`src/rtl/block_compare_ctrl.sv`:
```
// block_compare_ctrl: compares two equal-length word buffers held in external
// memories, reading one word from each per READ/COMPARE pair, stopping at the
// first mismatch.
//
// Ports:
//   clk            rising-edge clock
//   rst            asynchronous active-low reset
//   start          request a run (sampled only in IDLE)
//   abort          synchronous cancel of a run in READ or COMPARE
//   base_a/base_b  buffer start addresses, captured on an accepted start
//   len            word count, captured on an accepted start
//   rd_en          read strobe to both memories (high only in READ)
//   addr_a/addr_b  read addresses, valid while rd_en=1
//   rd_data_a/b    read data, valid the cycle after rd_en
//   busy           high in READ and COMPARE
//   done           one-cycle pulse when a run completes
//   equal          result of the last completed run
//   mismatch_idx   index of the first mismatching word of the last run
module block_compare_ctrl #(
  parameter int unsigned N  = 32,
  parameter int unsigned AW = 8
) (
  input  logic          clk,
  input  logic          rst,
  input  logic          start,
  input  logic          abort,
  input  logic [AW-1:0] base_a,
  input  logic [AW-1:0] base_b,
  input  logic [AW-1:0] len,
  output logic          rd_en,
  output logic [AW-1:0] addr_a,
  output logic [AW-1:0] addr_b,
  input  logic [N-1:0]  rd_data_a,
  input  logic [N-1:0]  rd_data_b,
  output logic          busy,
  output logic          done,
  output logic          equal,
  output logic [AW-1:0] mismatch_idx
);

  typedef enum logic [1:0] {
    S_IDLE    = 2'd0,
    S_READ    = 2'd1,
    S_COMPARE = 2'd2,
    S_DONE    = 2'd3
  } state_e;

  state_e        state_q, state_d;
  logic [AW-1:0] idx_q, idx_d;
  logic [AW-1:0] base_a_q, base_a_d;
  logic [AW-1:0] base_b_q, base_b_d;
  logic [AW-1:0] len_q, len_d;
  logic          rd_en_q, rd_en_d;
  logic [AW-1:0] addr_a_q, addr_a_d;
  logic [AW-1:0] addr_b_q, addr_b_d;
  logic          busy_q, busy_d;
  logic          done_q, done_d;
  logic          equal_q, equal_d;
  logic [AW-1:0] mismatch_idx_q, mismatch_idx_d;

  // Single shared word comparator used by every COMPARE cycle.
  logic words_eq_c;
  assign words_eq_c = (rd_data_a == rd_data_b);

  logic last_word_c;
  assign last_word_c = (idx_q == AW'(len_q - AW'(1)));

  // Next-state, run bookkeeping and result capture.
  always_comb begin
    state_d        = state_q;
    idx_d          = idx_q;
    base_a_d       = base_a_q;
    base_b_d       = base_b_q;
    len_d          = len_q;
    equal_d        = equal_q;
    mismatch_idx_d = mismatch_idx_q;

    unique case (state_q)
      S_IDLE: begin
        if (start) begin
          if (len != '0) begin
            base_a_d = base_a;
            base_b_d = base_b;
            len_d    = len;
            idx_d    = '0;
            state_d  = S_READ;
          end else begin
            equal_d        = 1'b1;
            mismatch_idx_d = '0;
            state_d        = S_DONE;
          end
        end
      end
      S_READ: begin
        state_d = abort ? S_IDLE : S_COMPARE;
      end
      S_COMPARE: begin
        // abort wins over whatever the comparator says this cycle
        if (abort) begin
          state_d = S_IDLE;
        end else if (!words_eq_c) begin
          equal_d        = 1'b0;
          mismatch_idx_d = idx_q;
          state_d        = S_DONE;
        end else if (last_word_c) begin
          equal_d        = 1'b1;
          mismatch_idx_d = '0;
          state_d        = S_DONE;
        end else begin
          idx_d   = AW'(idx_q + AW'(1));
          state_d = S_READ;
        end
      end
      S_DONE: begin
        state_d = S_IDLE;
      end
      default: begin
        state_d = S_IDLE;
      end
    endcase
  end

  // Outputs are decoded from the next state so they line up with the state
  // they describe once registered.
  always_comb begin
    rd_en_d  = (state_d == S_READ);
    busy_d   = (state_d == S_READ) || (state_d == S_COMPARE);
    done_d   = (state_d == S_DONE);
    addr_a_d = AW'(base_a_d + idx_d);
    addr_b_d = AW'(base_b_d + idx_d);
  end

  // State and output registers.
  always_ff @(posedge clk or negedge rst) begin
    if (!rst) begin
      state_q        <= S_IDLE;
      idx_q          <= '0;
      base_a_q       <= '0;
      base_b_q       <= '0;
      len_q          <= '0;
      rd_en_q        <= 1'b0;
      addr_a_q       <= '0;
      addr_b_q       <= '0;
      busy_q         <= 1'b0;
      done_q         <= 1'b0;
      equal_q        <= 1'b0;
      mismatch_idx_q <= '0;
    end else begin
      state_q        <= state_d;
      idx_q          <= idx_d;
      base_a_q       <= base_a_d;
      base_b_q       <= base_b_d;
      len_q          <= len_d;
      rd_en_q        <= rd_en_d;
      addr_a_q       <= addr_a_d;
      addr_b_q       <= addr_b_d;
      busy_q         <= busy_d;
      done_q         <= done_d;
      equal_q        <= equal_d;
      mismatch_idx_q <= mismatch_idx_d;
    end
  end

  assign rd_en        = rd_en_q;
  assign addr_a       = addr_a_q;
  assign addr_b       = addr_b_q;
  assign busy         = busy_q;
  assign done         = done_q;
  assign equal        = equal_q;
  assign mismatch_idx = mismatch_idx_q;

endmodule

```
`config.mk`:
```
export PLATFORM = sky130hd
export DESIGN_NAME = block_compare_ctrl
export DESIGN_NICKNAME = d
export VERILOG_FILES = /design/src/rtl/block_compare_ctrl.sv
export SDC_FILE = /design/constraint.sdc
export NUM_CORES = 1
export LEC_CHECK = 0
export BUFFER_PORTS_ARGS = -buffer_cell sky130_fd_sc_hd__buf_4
export CAP_MARGIN = 20
export CORE_UTILIZATION = 45
export DETAILED_ROUTE_END_ITERATION = 10
export GPL_TIMING_DRIVEN = 0
export PLACE_DENSITY = 0.75
export SYNTH_ARGS = -nofsm -noshare
export SYNTH_HDL_FRONTEND = slang
export SYNTH_SLANG_ARGS = --single-unit
```
`constraint.sdc`:
```
create_clock -name clk -period 4 [get_ports clk]
set_input_delay 0.2 -clock clk [delete_from_list [all_inputs] [get_ports clk]]
set_output_delay 0.2 -clock clk [all_outputs]
set_load 0.05 [all_outputs]
```
**After elaboration in Yosys (flattened, before gate mapping)**

Index checks and enable logic that the tools add are counted.

- Add/subtract/negate cells: 4
- Equal/unequal tests: 12
- Mux-type cells: 31
- Reduce and logical (&&, ||, !) cells: 6

Operator list:

| operator | number |
|---|---|
| two-way mux 8 bit | 16 |
| equality test 32 bit | 1 |
| one-hot mux 8 bit (2 select lines) | 2 |
| adder 8 bit | 2 |
| two-way mux 2 bit | 6 |
| adder 8 x 1 -> 8 bit (second input constant) | 1 |
| equality test 2 bit (second input constant) | 4 |
| equality test 8 bit | 1 |
| one-hot mux 2 bit (4 select lines) | 1 |
| nonzero test 8 bit | 1 |
| subtractor 8 x 1 -> 8 bit (second input constant) | 1 |
| inequality test 2 bit (second input constant) | 3 |
| two-way mux 1 bit | 5 |
| AND reduction 5 bit | 1 |
| equality test 2 x 1 -> 1 bit (second input constant) | 2 |
| inequality test 3 bit (second input constant) | 1 |
| AND reduction 3 bit | 1 |
| zero test 2 bit | 1 |
| one-hot mux 1 bit (2 select lines) | 1 |
| nonzero test 2 bit | 1 |
| logical OR 1 bit | 1 |

- Register bits: 62
- Bits of input ports: 92
- Output and inout bits: 28
- Logic and storage cells: 65

**Depth between registers and ports, before layout**

Gate-level depths: netlist (run 1).

- Depth in word-level cells: 8
- Gate-level depth with buffers: 21
- Mapped depth without buffers: 20

**Worst setup path before layout (run 1)**

No wires, ideal clock.

- Path type: flip-flop to flip-flop
- Start: reg len_q[0]
- End: reg addr_a_q[7], in the netlist addr_a[7]
- Setup time: 122 ps
- Arrival: 3,757 ps
- Required time: 3,878 ps
- Slack: 122 ps
- Cell stages (with the launch flop): 21
- Path buffers: 1
- Clock period less this slack: 3,878 ps
- Path through: dfrtp_1 -> inv_1 -> ha_1 -> buf_8 -> xor2_1 -> nor2_1 -> a21oi_1 -> a2111oi_4 -> a211o_2 -> nor2_1 -> a22oi_1 -> inv_1 -> ha_1 -> a21o_1 -> a21oi_1 -> inv_1 -> a21oi_1 -> nand2_1 -> a21oi_1 -> o21ai_0 -> a32o_1

- Word-level cells in the longest chain between the ends: 7

RTL lines:

| element | line | text |
|---|---|---|
| start: declaration | 52 | `logic [AW-1:0] len_q, len_d;` |
| start signal: assignment | 153 | `len_q <= len_d;` |
| subtractor 8 x 1 -> 8 bit | 66 | `assign last_word_c = (idx_q == AW'(len_q - AW'(1)));` |
| equality test 8 bit | 66 |  |
| two-way mux 8 bit | 105 | `end else if (last_word_c) begin` |
| two-way mux 8 bit | 101 | `end else if (!words_eq_c) begin` |
| two-way mux 8 bit | 99 | `if (abort) begin` |
| one-hot mux 8 bit (2 select lines) | 78 | `unique case (state_q)` |
| net idx_d[1] | 49 | `logic [AW-1:0] idx_q, idx_d;` |
| adder 8 bit | 129 | `addr_a_d = AW'(base_a_d + idx_d);` |
| net addr_a_d[7] | 54 | `logic [AW-1:0] addr_a_q, addr_a_d;` |
| end signal: assignment | 155 | `addr_a_q <= addr_a_d;` |
| end: declaration | 54 |  |

The timed path passes the listed nets, and every way through them passes these cells.
A chain may end at the register's enable or synchronous reset.

**Worst setup path after layout (run 1)**

- Start: reg len_q[0]
- End: reg addr_b_q[6], in the netlist addr_b[6]

- Word-level cells in the longest chain between the ends: 7

RTL lines:

| element | line | text |
|---|---|---|
| subtractor 8 x 1 -> 8 bit | 66 |  |
| equality test 8 bit | 66 |  |
| two-way mux 8 bit | 105 |  |
| two-way mux 8 bit | 101 |  |
| two-way mux 8 bit | 99 |  |
| one-hot mux 8 bit (2 select lines) | 78 |  |
| net idx_d[0] | 49 |  |
| adder 8 bit | 130 | `addr_b_d = AW'(base_b_d + idx_d);` |
| net addr_b_d[6] | 55 | `logic [AW-1:0] addr_b_q, addr_b_d;` |
| end signal: assignment | 156 | `addr_b_q <= addr_b_d;` |
| end: declaration | 55 |  |

The timed path passes the listed nets, and every way through them passes these cells.

==> flow_summary.json, run 1 <==
{
  "slowest_delay_ns": 0.45,
  "tns_ns": 0,
  "dpl_cell_area_um2": 4730,
  "cell_internal_pwr_uw": 1800,
  "crit_chain": "inv_1 -> ha_1 -> buf_8 -> o21bai_1 -> a211oi_1 -> o21bai_2 -> nand2_2 -> a211o_4 -> nor2_4 -> xnor2_1 -> nor2_1 -> ha_1 -> fa_1 -> a21oi_2 -> o21bai_1 -> maj3_2 -> a21oi_2 -> xnor2_1",
  "finalSetupViolCount": 0,
  "antenna_found_initial": 0,
  "holdPathEnd": "len_q[1]",
  "timing.slew.headroom": 0.294,
  "status": "finished clean",
  "fin_crit_ns": 3.75,
  "drt-wirelength-per-cell_um": 15.4,
  "slowest_stage": "dfrtp_2",
  "worstPathMaxFanout": 8,
  "grt_pass1_wl_um": 14300,
  "ys_warn_count": 0,
  "cts_tree": "done",
  "synth_area_um2": 3710,
  "layout-drive-gt1-share": 0.432,
  "muxShareOfSynthArea": 0.0773,
  "drv_slew": 0,
  "grt_setup_unrepaired": "false",
  "grt_pass1_vias": 3035,
  "pwr-share-clk": 0.196,
  "vdd_drop_max_uv": 450,
  "antennaDiodeCount": 0,
  "power_frac_comb": 0.482,
  "max-cap-violations": 0,
  "worst_r2r_endpoint": "addr_b[6]",
  "port-buffer-count": 119,
  "cts_buffers": 9,
  "synth-async-reset-ratio": 1.00,
  "pre_cts_ws_ns": -0.460,
  "crit_buf_inv": 2,
  "die_area_um2": 8610,
  "drtIter0Drc": 100,
  "grt_max_degree": 63,
  "synth_seq_cells": 62,
  "worst-setup-path-type": "register to register",
  "synth_fa_ha_area_frac": 0.0739,
  "finalHoldViolations": 0,
  "initial_utilization": 0.473,
  "synth-edff-count": 0,
  "place.gp.congestion": 0.814,
  "end_kind": "register",
  "final_nets": 575,
  "ioPinCount": 120,
  "yosysSeqAreaShare": 0.418,
  "via_per_inst": 5.20,
  "yosys.area_share.simple": 0.127,
  "reg2regPathDepth": 18,
  "r2r_slack_ns": 0.25,
  "worstPathArrival_ns": 4.02,
  "sw_frac_of_total": 0.414,
  "die_h_um": 92.8,
  "clock_latency_ns": 0.35,
  "synthXorXnorAreaFrac": 0.135,
  "worst_pin_slew_ns": 1.05,
  "cp_top_family": "compound AO/OA/AOI/OAI gates",
  "holdCritStartpoint": "len[1]",
  "finalCritPeriodShare": 0.939,
  "rows": 32,
  "startpoint_type": "register",
  "cts_htree_levels": 3,
  "postRouteAntennaNets": 0,
  "hold_path_depth": 3,
  "fin_area_um2": 5040,
  "p_seq_frac": 0.322,
  "yosys.cell_types.count": 56,
  "postLayoutCoreUtil": 0.643,
  "holdWs_ns": 0.0799,
  "power_density_nw_per_um2": 609,
  "max_freq_mhz": 266,
  "n_fill_cell": 641,
  "grt_use_total": 0.215,
  "worstHoldPathType": "input pin to register",
  "die_w_um": 92.8,
  "place_hpwl_um": 6760,
  "drcViolationCount": 0,
  "synthToLayoutAreaGrowth_pct": 36.0,
  "yosys_most_used_dff": "dfrtp_1",
  "grt-ovfl-total": 0,
  "rr_startpoint": "len_q[0]",
  "p_leak_uw": 0.00229,
  "root_buffer": "clkbuf_8",
  "postSynthAreaPerCell_um2": 11.3,
  "clock_skew_ns": 0.00774,
  "cp.required_ns": 4.26,
  "core_um2": 7850,
  "first_pass_iters": 4,
  "syn-num-nets": 439,
  "path_clk_slew_ns": 0.07,
  "fin_ws_ns": 0.245,
  "power_switching_uw": 1270,
  "synthCells": 329,
  "clk_path_buf_depth": 2,
  "synth_top_family_by_area": "compound AO/OA/AOI/OAI gates",
  "drt-total-wl_um": 8800,
  "synth-compound-area-share": 0.135,
  "vias": 2974,
  "cts.sinks": 62
}
## cells in the mapped netlist (3+ instances only)
| cell type | count | area (um^2) |
|---|---|---|
| nand2_1 | 15 | 56.3 |
| inv_1 | 16 | 60.1 |
| a21oi_1 | 19 | 95.1 |
| o21bai_1 | 3 | 22.5 |
| mux2i_1 | 5 | 50.1 |
| a31oi_1 | 4 | 25.0 |
| xor2_1 | 8 | 70.1 |
| clkbuf_1 | 3 | 11.3 |
| a22o_1 | 8 | 70.1 |
| nor2_1 | 10 | 37.5 |
| maj3_2 | 3 | 33.8 |
| nor4_2 | 5 | 62.6 |
| and3_1 | 3 | 18.8 |
| nand3_1 | 4 | 20.0 |
| ha_1 | 16 | 200 |
| dfrtp_1 | 62 | 1550 |
| nor2b_1 | 4 | 25.0 |
| o21ai_0 | 6 | 30.0 |
| xnor2_1 | 49 | 429 |
| nand2b_1 | 6 | 37.5 |
| nand4_1 | 9 | 56.3 |
| a211oi_1 | 4 | 30.0 |
| buf_2 | 3 | 15.0 |
| mux2_2 | 21 | 236 |
| a21o_1 | 3 | 22.5 |
## power groups by stage
stage	Clock (uW)	Combinational, uW	Sequential [uW]
after floorplan	0	717	1330
after global placement	0	1420	995
after detailed placement	0	1460	999
after CTS	613	1480	991
after global routing	638	1590	1010
final	601	1480	989
## cells by family (layout without fill, tap and decap cells)
| kind of cell | Yosys count | in the layout |
|---|---|---|
| xor gates and xnor gates | 57 | 57 |
| adders and majority gates | 21 | 21 |
| muxes | 26 | 26 |
| AOI/OAI and AO/OA | 64 | 64 |
| and+or+nand+nor | 74 | 74 |
| DFF | 62 | 62 |
| buffers and inverters | 25 | 166 |
## sequential cells by signal, summed over array words and instances (netlist names)
signal / cells
addr_a: 8
addr_b: 8
base_a_q: 8
base_b_q: 8
idx_q: 8
len_q: 8
mismatch_idx: 8
state_q: 2
busy: 1
done: 1
equal: 1
rd_en: 1
## layout make-up
| type | count | area, um^2 | share of cell area |
|---|---|---|---|
| inverter | 16 | 60.1 | 0.0119 |
| sequential | 62 | 1550 | 0.308 |
| buffer | 9 | 68.8 | 0.0136 |
| multi-input combinational | 242 | 2080 | 0.412 |
| clock buffer | 10 | 128 | 0.0253 |
| tap | 102 | 128 | 0.0253 |
| clock inverter | 6 | 86.3 | 0.0171 |
| timing repair buffer | 125 | 941 | 0.187 |
## cell usage in the layout (no fill, tap or decap), drive strengths merged, types with 2 or more instances in the layout
cell type / netlist / final
buf: 5 / 129
dfrtp: 62 / 62
xnor2: 49 / 49
mux2: 21 / 21
a21oi: 20 / 20
nand2: 17 / 17
ha: 16 / 16
inv: 16 / 16
clkbuf: 4 / 14
nor2: 10 / 10
nand4: 9 / 9
xor2: 8 / 8
a22o: 8 / 8
nor4: 8 / 8
nand2b: 6 / 6
o21ai: 6 / 6
mux2i: 5 / 5
nand3: 5 / 5
a31oi: 5 / 5
nor2b: 4 / 4
a211oi: 4 / 4
o21bai: 4 / 4
and3: 3 / 3
a21o: 3 / 3
maj3: 3 / 3
clkinv: 0 / 3
nor3: 2 / 2
a2111oi: 2 / 2
nand3b: 2 / 2
o31ai: 2 / 2
o22ai: 2 / 2
fa: 2 / 2
bufinv: 0 / 2
or2: 2 / 2
a211o: 2 / 2
## routing by layer
metal,GRT usage,vias to the layer above,routed length (um)
li1,-,1447,-
met1,0.254,1435,3560
met2,0.385,79,4660
met3,0.0509,13,447
met4,0.0654,0,138
met5,0,-,0
## stage by stage
step	power (uW)	instances
floorplan	2040	329
global route	3240	572
detailed placement	2450	550
CTS	3080	569
finish	3070	572
global placement	2410	550
## worst max-delay path by stage
stage | start | slack (ns) | cells past startpoint | to
floorplan | len_q[0] | 0.12 | 20 | addr_a[7]
global placement | len_q[0] | -0.32 | 20 | addr_a[7]
detailed placement | len_q[0] | -0.46 | 20 | addr_a[7]
CTS | len_q[0] | 0.01 | 18 | addr_b[6]
global route | len_q[0] | 0.0004 | 20 | addr_a[6]
finish | len_q[0] | 0.25 | 18 | addr_b[6]
## what timing repair did
item                       in CTS  in global routing
setup buffers                   2                  3
resized for setup               7                  9
pin swaps                       3                  4
hold buffers                    1                  0
hold endpoints to repair       62                  0
setup endpoints to repair       6                  6
## tightest hold or removal path, stage by stage
cell,delay (ns)
buf_4,0.09
nand2_1,0.04
o21ai_0,0.05
Note: power is estimated with default switching activity, not from simulation.
==> run 2, diff against run 1 <==
--- a/config.mk
+++ b/config.mk
@@ -7,6 +7,7 @@
 export LEC_CHECK = 0
 export BUFFER_PORTS_ARGS = -buffer_cell sky130_fd_sc_hd__buf_4
 export CAP_MARGIN = 20
+export CORE_ASPECT_RATIO = 0.6
 export CORE_UTILIZATION = 45
 export DETAILED_ROUTE_END_ITERATION = 10
 export GPL_TIMING_DRIVEN = 0
==> run 2 against run 1 <==
Against the previous run: sequential share of layout area is 0.61 points lower; clock skew hardly changed; clock power rose by 22%; critical path depth unchanged; register-to-register slack got worse by 0.03 ns; routed wire length increased by 6.0%; die area up 0.14%; flip-flop and latch count is the same; sequential power barely moved; critical endpoint is now addr_a[6]; highest routed layer unchanged.
==> flow_summary.json, run 2 (synthesis results as in run 1) <==
{
  "worst_pin_slew_ns": 1.04,
  "hold_path_depth": 3,
  "reg2regPathDepth": 18,
  "vias": 2974,
  "dpl_cell_area_um2": 4740,
  "clk_path_buf_depth": 2,
  "first_pass_iters": 4,
  "pre_cts_ws_ns": -0.407,
  "initial_utilization": 0.469,
  "rows": 25,
  "multi_input_area_um2": 2090,
  "drcViolationCount": 0,
  "place_hpwl_um": 7000,
  "drt-wirelength-per-cell_um": 16.1,
  "die_h_um": 72.3,
  "grt_pass1_wl_um": 15400,
  "worst-setup-path-type": "register to register",
  "cpMostUsedCell": "o21ai_0",
  "use_met2": 0.385,
  "ioPinCount": 120,
  "core_um2": 7910,
  "synthToLayoutAreaGrowth_pct": 38.8,
  "cp.required_ns": 4.24,
  "cts.sinks": 62,
  "clock_latency_ns": 0.33,
  "timing.slew.headroom": 0.303,
  "clock_skew_ns": 0.00742,
  "layout-drive-gt1-share": 0.436,
  "crit_chain": "inv_1 -> ha_2 -> buf_8 -> o21bai_1 -> a211oi_1 -> o21bai_2 -> nand2_2 -> a211o_4 -> buf_4 -> o21ai_0 -> a31oi_2 -> ha_1 -> nor2b_1 -> o21ai_0 -> nand2b_1 -> maj3_2 -> a21oi_1 -> xnor2_1",
  "max-cap-violations": 0,
  "startpoint_type": "register",
  "die_w_um": 119,
  "grt-ovfl-total": 0,
  "grt_util_met1": 0.312,
  "root_buffer": "clkbuf_16",
  "n_fill_cell": 646,
  "finalCritPeriodShare": 0.947,
  "final_nets": 578,
  "place.gp.congestion": 0.817,
  "port-buffer-count": 119,
  "worstPathArrival_ns": 4.03,
  "grt_use_total": 0.240,
  "finalSetupViolCount": 0,
  "drtIter0Drc": 117,
  "die_area_um2": 8620,
  "cts_tree": "done",
  "finalHoldViolations": 0,
  "fin_crit_ns": 3.79,
  "crit_start": "len_q[1]",
  "slowest_delay_ns": 0.39,
  "end_kind": "register",
  "slowest_stage": "dfrtp_1",
  "worstPathMaxFanout": 8,
  "gr-usage-met3": 0.0755,
  "status": "finished clean",
  "grt_max_degree": 63,
  "postRouteAntennaNets": 0,
  "rr_startpoint": "len_q[1]",
  "cts_htree_levels": 3,
  "cts_buffers": 9,
  "final_cell_mix": "buf_4, dfrtp_1, xnor2_1",
  "holdCritStartpoint": "len[1]",
  "p_leak_uw": 0.00233,
  "via_per_inst": 5.15,
  "regArea_um2": 1550,
  "drt-total-wl_um": 9330,
  "layout_commonest_cell": "buf_4",
  "path_clk_slew_ns": 0.05,
  "fin_area_um2": 5150,
  "power_density_nw_per_um2": 631,
  "r2r_slack_ns": 0.21,
  "fin_ws_ns": 0.214,
  "grt_pass1_vias": 3121,
  "vdd_drop_max_uv": 443,
  "antenna_found_initial": 0,
  "worstHoldPathType": "input pin to register",
  "drv_slew": 0,
  "grt_busiest_layer": "met2",
  "antennaDiodeCount": 0,
  "max_freq_mhz": 264
}
-- run 2: cell types whose count changed in the layout (fill, tap and decap cells not counted), sizes merged --
cell	change
bufinv	-1
clkinvlp	-1
clkbuf	+1
buf	+3
clkinv	-2
-- run 2: final timing paths --
check / endpoint
worst max-delay path: addr_a[6]
worst min-delay path: len_q[1]
worst max register to register: addr_a[6]
worst min register to register: base_b_q[3]
max in group asynchronous: len_q[3]
min in group asynchronous: len_q[7]
-- run 2: final cells by class --
| type | instances | share of cell area |
|---|---|---|
| tap | 108 | 0.0263 |
| sequential | 62 | 0.302 |
| multi-input combinational | 242 | 0.406 |
| clock inverter | 2 | 0.00681 |
| inverter | 16 | 0.0117 |
| buffer | 9 | 0.0134 |
| timing repair buffer | 128 | 0.187 |
| clock buffer | 11 | 0.0472 |
-- run 2: repair_timing --
item                                    in CTS  in global routing
endpoints found under the hold margin       62                  0
gates resized for setup                      8                 10
pin swaps                                    2                  7
buffers inserted                             4                  4
hold buffers                                 1                  0
endpoints found under the setup margin       6                  6
-- run 2: per-stage QoR --
| step | utilization | TNS (ns) | instances | power [uW] | hold WS [ns] |
|---|---|---|---|---|---|
| global route | 0.650 | -0.0352 | 578 | 3430 | 0.0889 |
| finish | 0.650 | 0 | 578 | 3250 | 0.0905 |
| detailed placement | 0.599 | -1.14 | 556 | 2460 | 0.320 |
| global placement | 0.599 | -0.783 | 556 | 2410 | 0.316 |
| floorplan | - | 0 | 329 | 2040 | -0.0956 |
| CTS | 0.643 | 0 | 574 | 3230 | 0.0865 |
-- run 2: power by group --
group	internal (uW)	switching, uW	leakage, uW
Sequential	858	132	0.000768
Clock	486	247	0.000137
Combinational	614	909	0.00143
-- run 2: worst max-delay path, delay by kind of cell, from the launching register on --
family | cells | cell delay (ns)
AOI/OAI and AO/OA | 8 | 1.48
xor gates and xnor gates | 1 | 0.16
adders and majority gates | 3 | 0.91
buffers and inverters | 3 | 0.35
DFF | 1 | 0.39
and+or+nand+nor | 3 | 0.40
-- run 2: layer usage --
layer / up-vias / share of wire / wire (um)
li1: 1461 / - / -
met1: 1429 / 0.46 / 4310
met2: 71 / 0.47 / 4430
met3: 13 / 0.050 / 468
met4: 0 / 0.014 / 129
met5: - / 0 / 0
==> run 3, diff against run 2 <==
--- a/config.mk
+++ b/config.mk
@@ -11,7 +11,7 @@
 export CORE_UTILIZATION = 45
 export DETAILED_ROUTE_END_ITERATION = 10
 export GPL_TIMING_DRIVEN = 0
-export PLACE_DENSITY = 0.75
+export PLACE_DENSITY = 0.79
 export SYNTH_ARGS = -nofsm -noshare
 export SYNTH_HDL_FRONTEND = slang
 export SYNTH_SLANG_ARGS = --single-unit
==> run 3 against run 2 <==
Against the previous run: via count rose by 1.1%; sequential share of layout area fell by 0.40 points; count of clock-buffer cells in the layout rose by 1; global-route usage fell by 0.86 points; fmax fell by 0.33%; final cell count rose by 0.69%; non-clock buffer count rose by 1; utilization rose by 0.87 points; total power rose by 2.6%; flip-flop and latch count did not move; setup slack got worse by 0.012 ns; first-iteration DRC count rose by 42%; largest cell class unchanged; highest routed layer unchanged.
==> flow_summary.json, run 3 (synthesis results as in run 1) <==
{
  "cts_buffers": 9,
  "dpl_cell_area_um2": 4740,
  "holdCritStartpoint": "len[1]",
  "grt-ovfl-total": 0,
  "core_um2": 7910,
  "reg2regPathDepth": 20,
  "layout_commonest_cell": "buf_4",
  "timing.slew.headroom": 0.493,
  "antenna_found_initial": 0,
  "vdd_drop_max_uv": 413,
  "path_clk_slew_ns": 0.05,
  "rr_startpoint": "len_q[0]",
  "synthToLayoutAreaGrowth_pct": 40.6,
  "power_density_nw_per_um2": 639,
  "worst-setup-path-type": "register to register",
  "first_pass_iters": 5,
  "grt_pass1_wl_um": 15000,
  "status": "finished clean",
  "r2r_slack_ns": 0.20,
  "p_leak_uw": 0.00236,
  "worstPathMaxFanout": 8,
  "grt_busiest_layer": "met2",
  "drt-wirelength-per-cell_um": 15.8,
  "worst_pin_slew_ns": 0.761,
  "finalHoldViolations": 0,
  "grt_use_total": 0.231,
  "drt-total-wl_um": 9190,
  "clock_latency_ns": 0.33,
  "p_seq_frac": 0.301,
  "cts.sinks": 62,
  "ioPinCount": 120,
  "place_hpwl_um": 6770,
  "clk_path_buf_depth": 2,
  "fin_area_um2": 5220,
  "final_cell_mix": "buf_4, dfrtp_1, xnor2_1",
  "drv_slew": 0,
  "initial_utilization": 0.469,
  "use_met2": 0.365,
  "sw_frac_of_total": 0.398,
  "clock_skew_ns": 0.00738,
  "antennaDiodeCount": 0,
  "place.gp.congestion": 0.835,
  "worst_r2r_endpoint": "addr_a[7]",
  "vias": 3007,
  "drcViolationCount": 0,
  "power_uw": 3330,
  "rows": 25,
  "die_area_um2": 8620,
  "final_nets": 579,
  "grt_util_met1": 0.306,
  "root_buffer": "clkbuf_16",
  "tns_ns": 0,
  "via_per_inst": 5.17,
  "finalCritPeriodShare": 0.950,
  "layout-drive-gt1-share": 0.454,
  "holdPathEnd": "len_q[1]",
  "die_w_um": 119,
  "cts_htree_levels": 3,
  "die_h_um": 72.3,
  "fin_crit_ns": 3.80,
  "hold_path_depth": 3,
  "startpoint_type": "register",
  "max-cap-violations": 0,
  "pwr-share-clk": 0.243,
  "finalSetupViolCount": 0,
  "worstHoldPathType": "input pin to register",
  "port-buffer-count": 119,
  "gr-usage-met3": 0.0731,
  "end_kind": "register",
  "power_switching_uw": 1320,
  "grt_max_degree": 63,
  "postRouteAntennaNets": 0,
  "max_freq_mhz": 263,
  "cell_internal_pwr_uw": 2010,
  "grt_pass1_vias": 3021,
  "power_frac_comb": 0.457,
  "cts_tree": "done",
  "cp.required_ns": 4.22,
  "drtIter0Drc": 166,
  "worstPathArrival_ns": 4.02
}
==> run 3: worst max path at each step <==
stage                          start         to  cells after the start
after detailed placement    len_q[0]  addr_a[7]                     18
after CTS                 state_q[1]  addr_a[7]                     14
final                       len_q[0]  addr_a[7]                     20
after global placement      len_q[0]  addr_a[7]                     20
after floorplan             len_q[0]  addr_a[7]                     20
after global routing        len_q[0]  addr_a[7]                     20
==> run 3: power groups by stage <==
| stage | combinational, uW | sequential, uW | clock [uW] |
|---|---|---|---|
| after detailed placement | 1450 | 1000 | 0 |
| after global placement | 1420 | 989 | 0 |
| after CTS | 1480 | 998 | 820 |
| after global routing | 1630 | 1030 | 856 |
| after floorplan | 717 | 1330 | 0 |
| final | 1520 | 1000 | 808 |
==> run 3: metrics by stage <==
| step | setup slack [ns] | utilization | hold slack, ns | instances |
|---|---|---|---|---|
| finish | 0.201 | 0.659 | 0.108 | 582 |
| global route | -0.00485 | 0.659 | 0.112 | 582 |
| CTS | 0.00110 | 0.644 | 0.104 | 574 |
| detailed placement | -0.404 | 0.599 | 0.317 | 556 |
| global placement | -0.258 | 0.599 | 0.321 | 556 |
| floorplan | 0.122 | - | -0.0956 | 329 |
==> run 3: worst max-delay path, cell delays in order (launching register included) <==
cell and delay (ns):
dfrtp_2 0.44, inv_1 0.09, ha_1 0.18, buf_8 0.13, nand2_1 0.05, mux2i_1 0.18
a21oi_2 0.09, a2111oi_4 0.38, a211o_4 0.24, nor2_4 0.07, a22oi_2 0.23, inv_2 0.10
ha_1 0.30, a21o_1 0.21, a21oi_2 0.17, inv_1 0.07, a21oi_2 0.16, nand2_1 0.08
a21oi_2 0.19, o21ai_0 0.12, a32o_1 0.21
==> run 3: cell type report <==
| cell class | count | area [um^2] |
|---|---|---|
| buffer | 9 | 68.8 |
| fill | 620 | 2700 |
| clock inverter | 4 | 52.6 |
| inverter | 16 | 60.1 |
| sequential | 62 | 1550 |
| clock buffer | 12 | 267 |
| multi-input combinational | 242 | 2110 |
| timing repair buffer | 129 | 971 |
| tap | 108 | 135 |
==> run 3: per-layer routing <==
layer  vias to the layer above  share of wire
met5                         -              0
met4                         0          0.010
met3                        12          0.075
met2                       119           0.47
met1                      1420           0.45
li1                       1456              -
==> run 3: repair_timing <==
item / 4_1_cts / 5_1_grt
pin swaps: 2 / 5
buffers inserted: 1 / 7
resized for setup: 6 / 17
hold buffers: 1 / 0
endpoints found under the hold margin: 62 / 0
setup endpoints to repair: 6 / 6
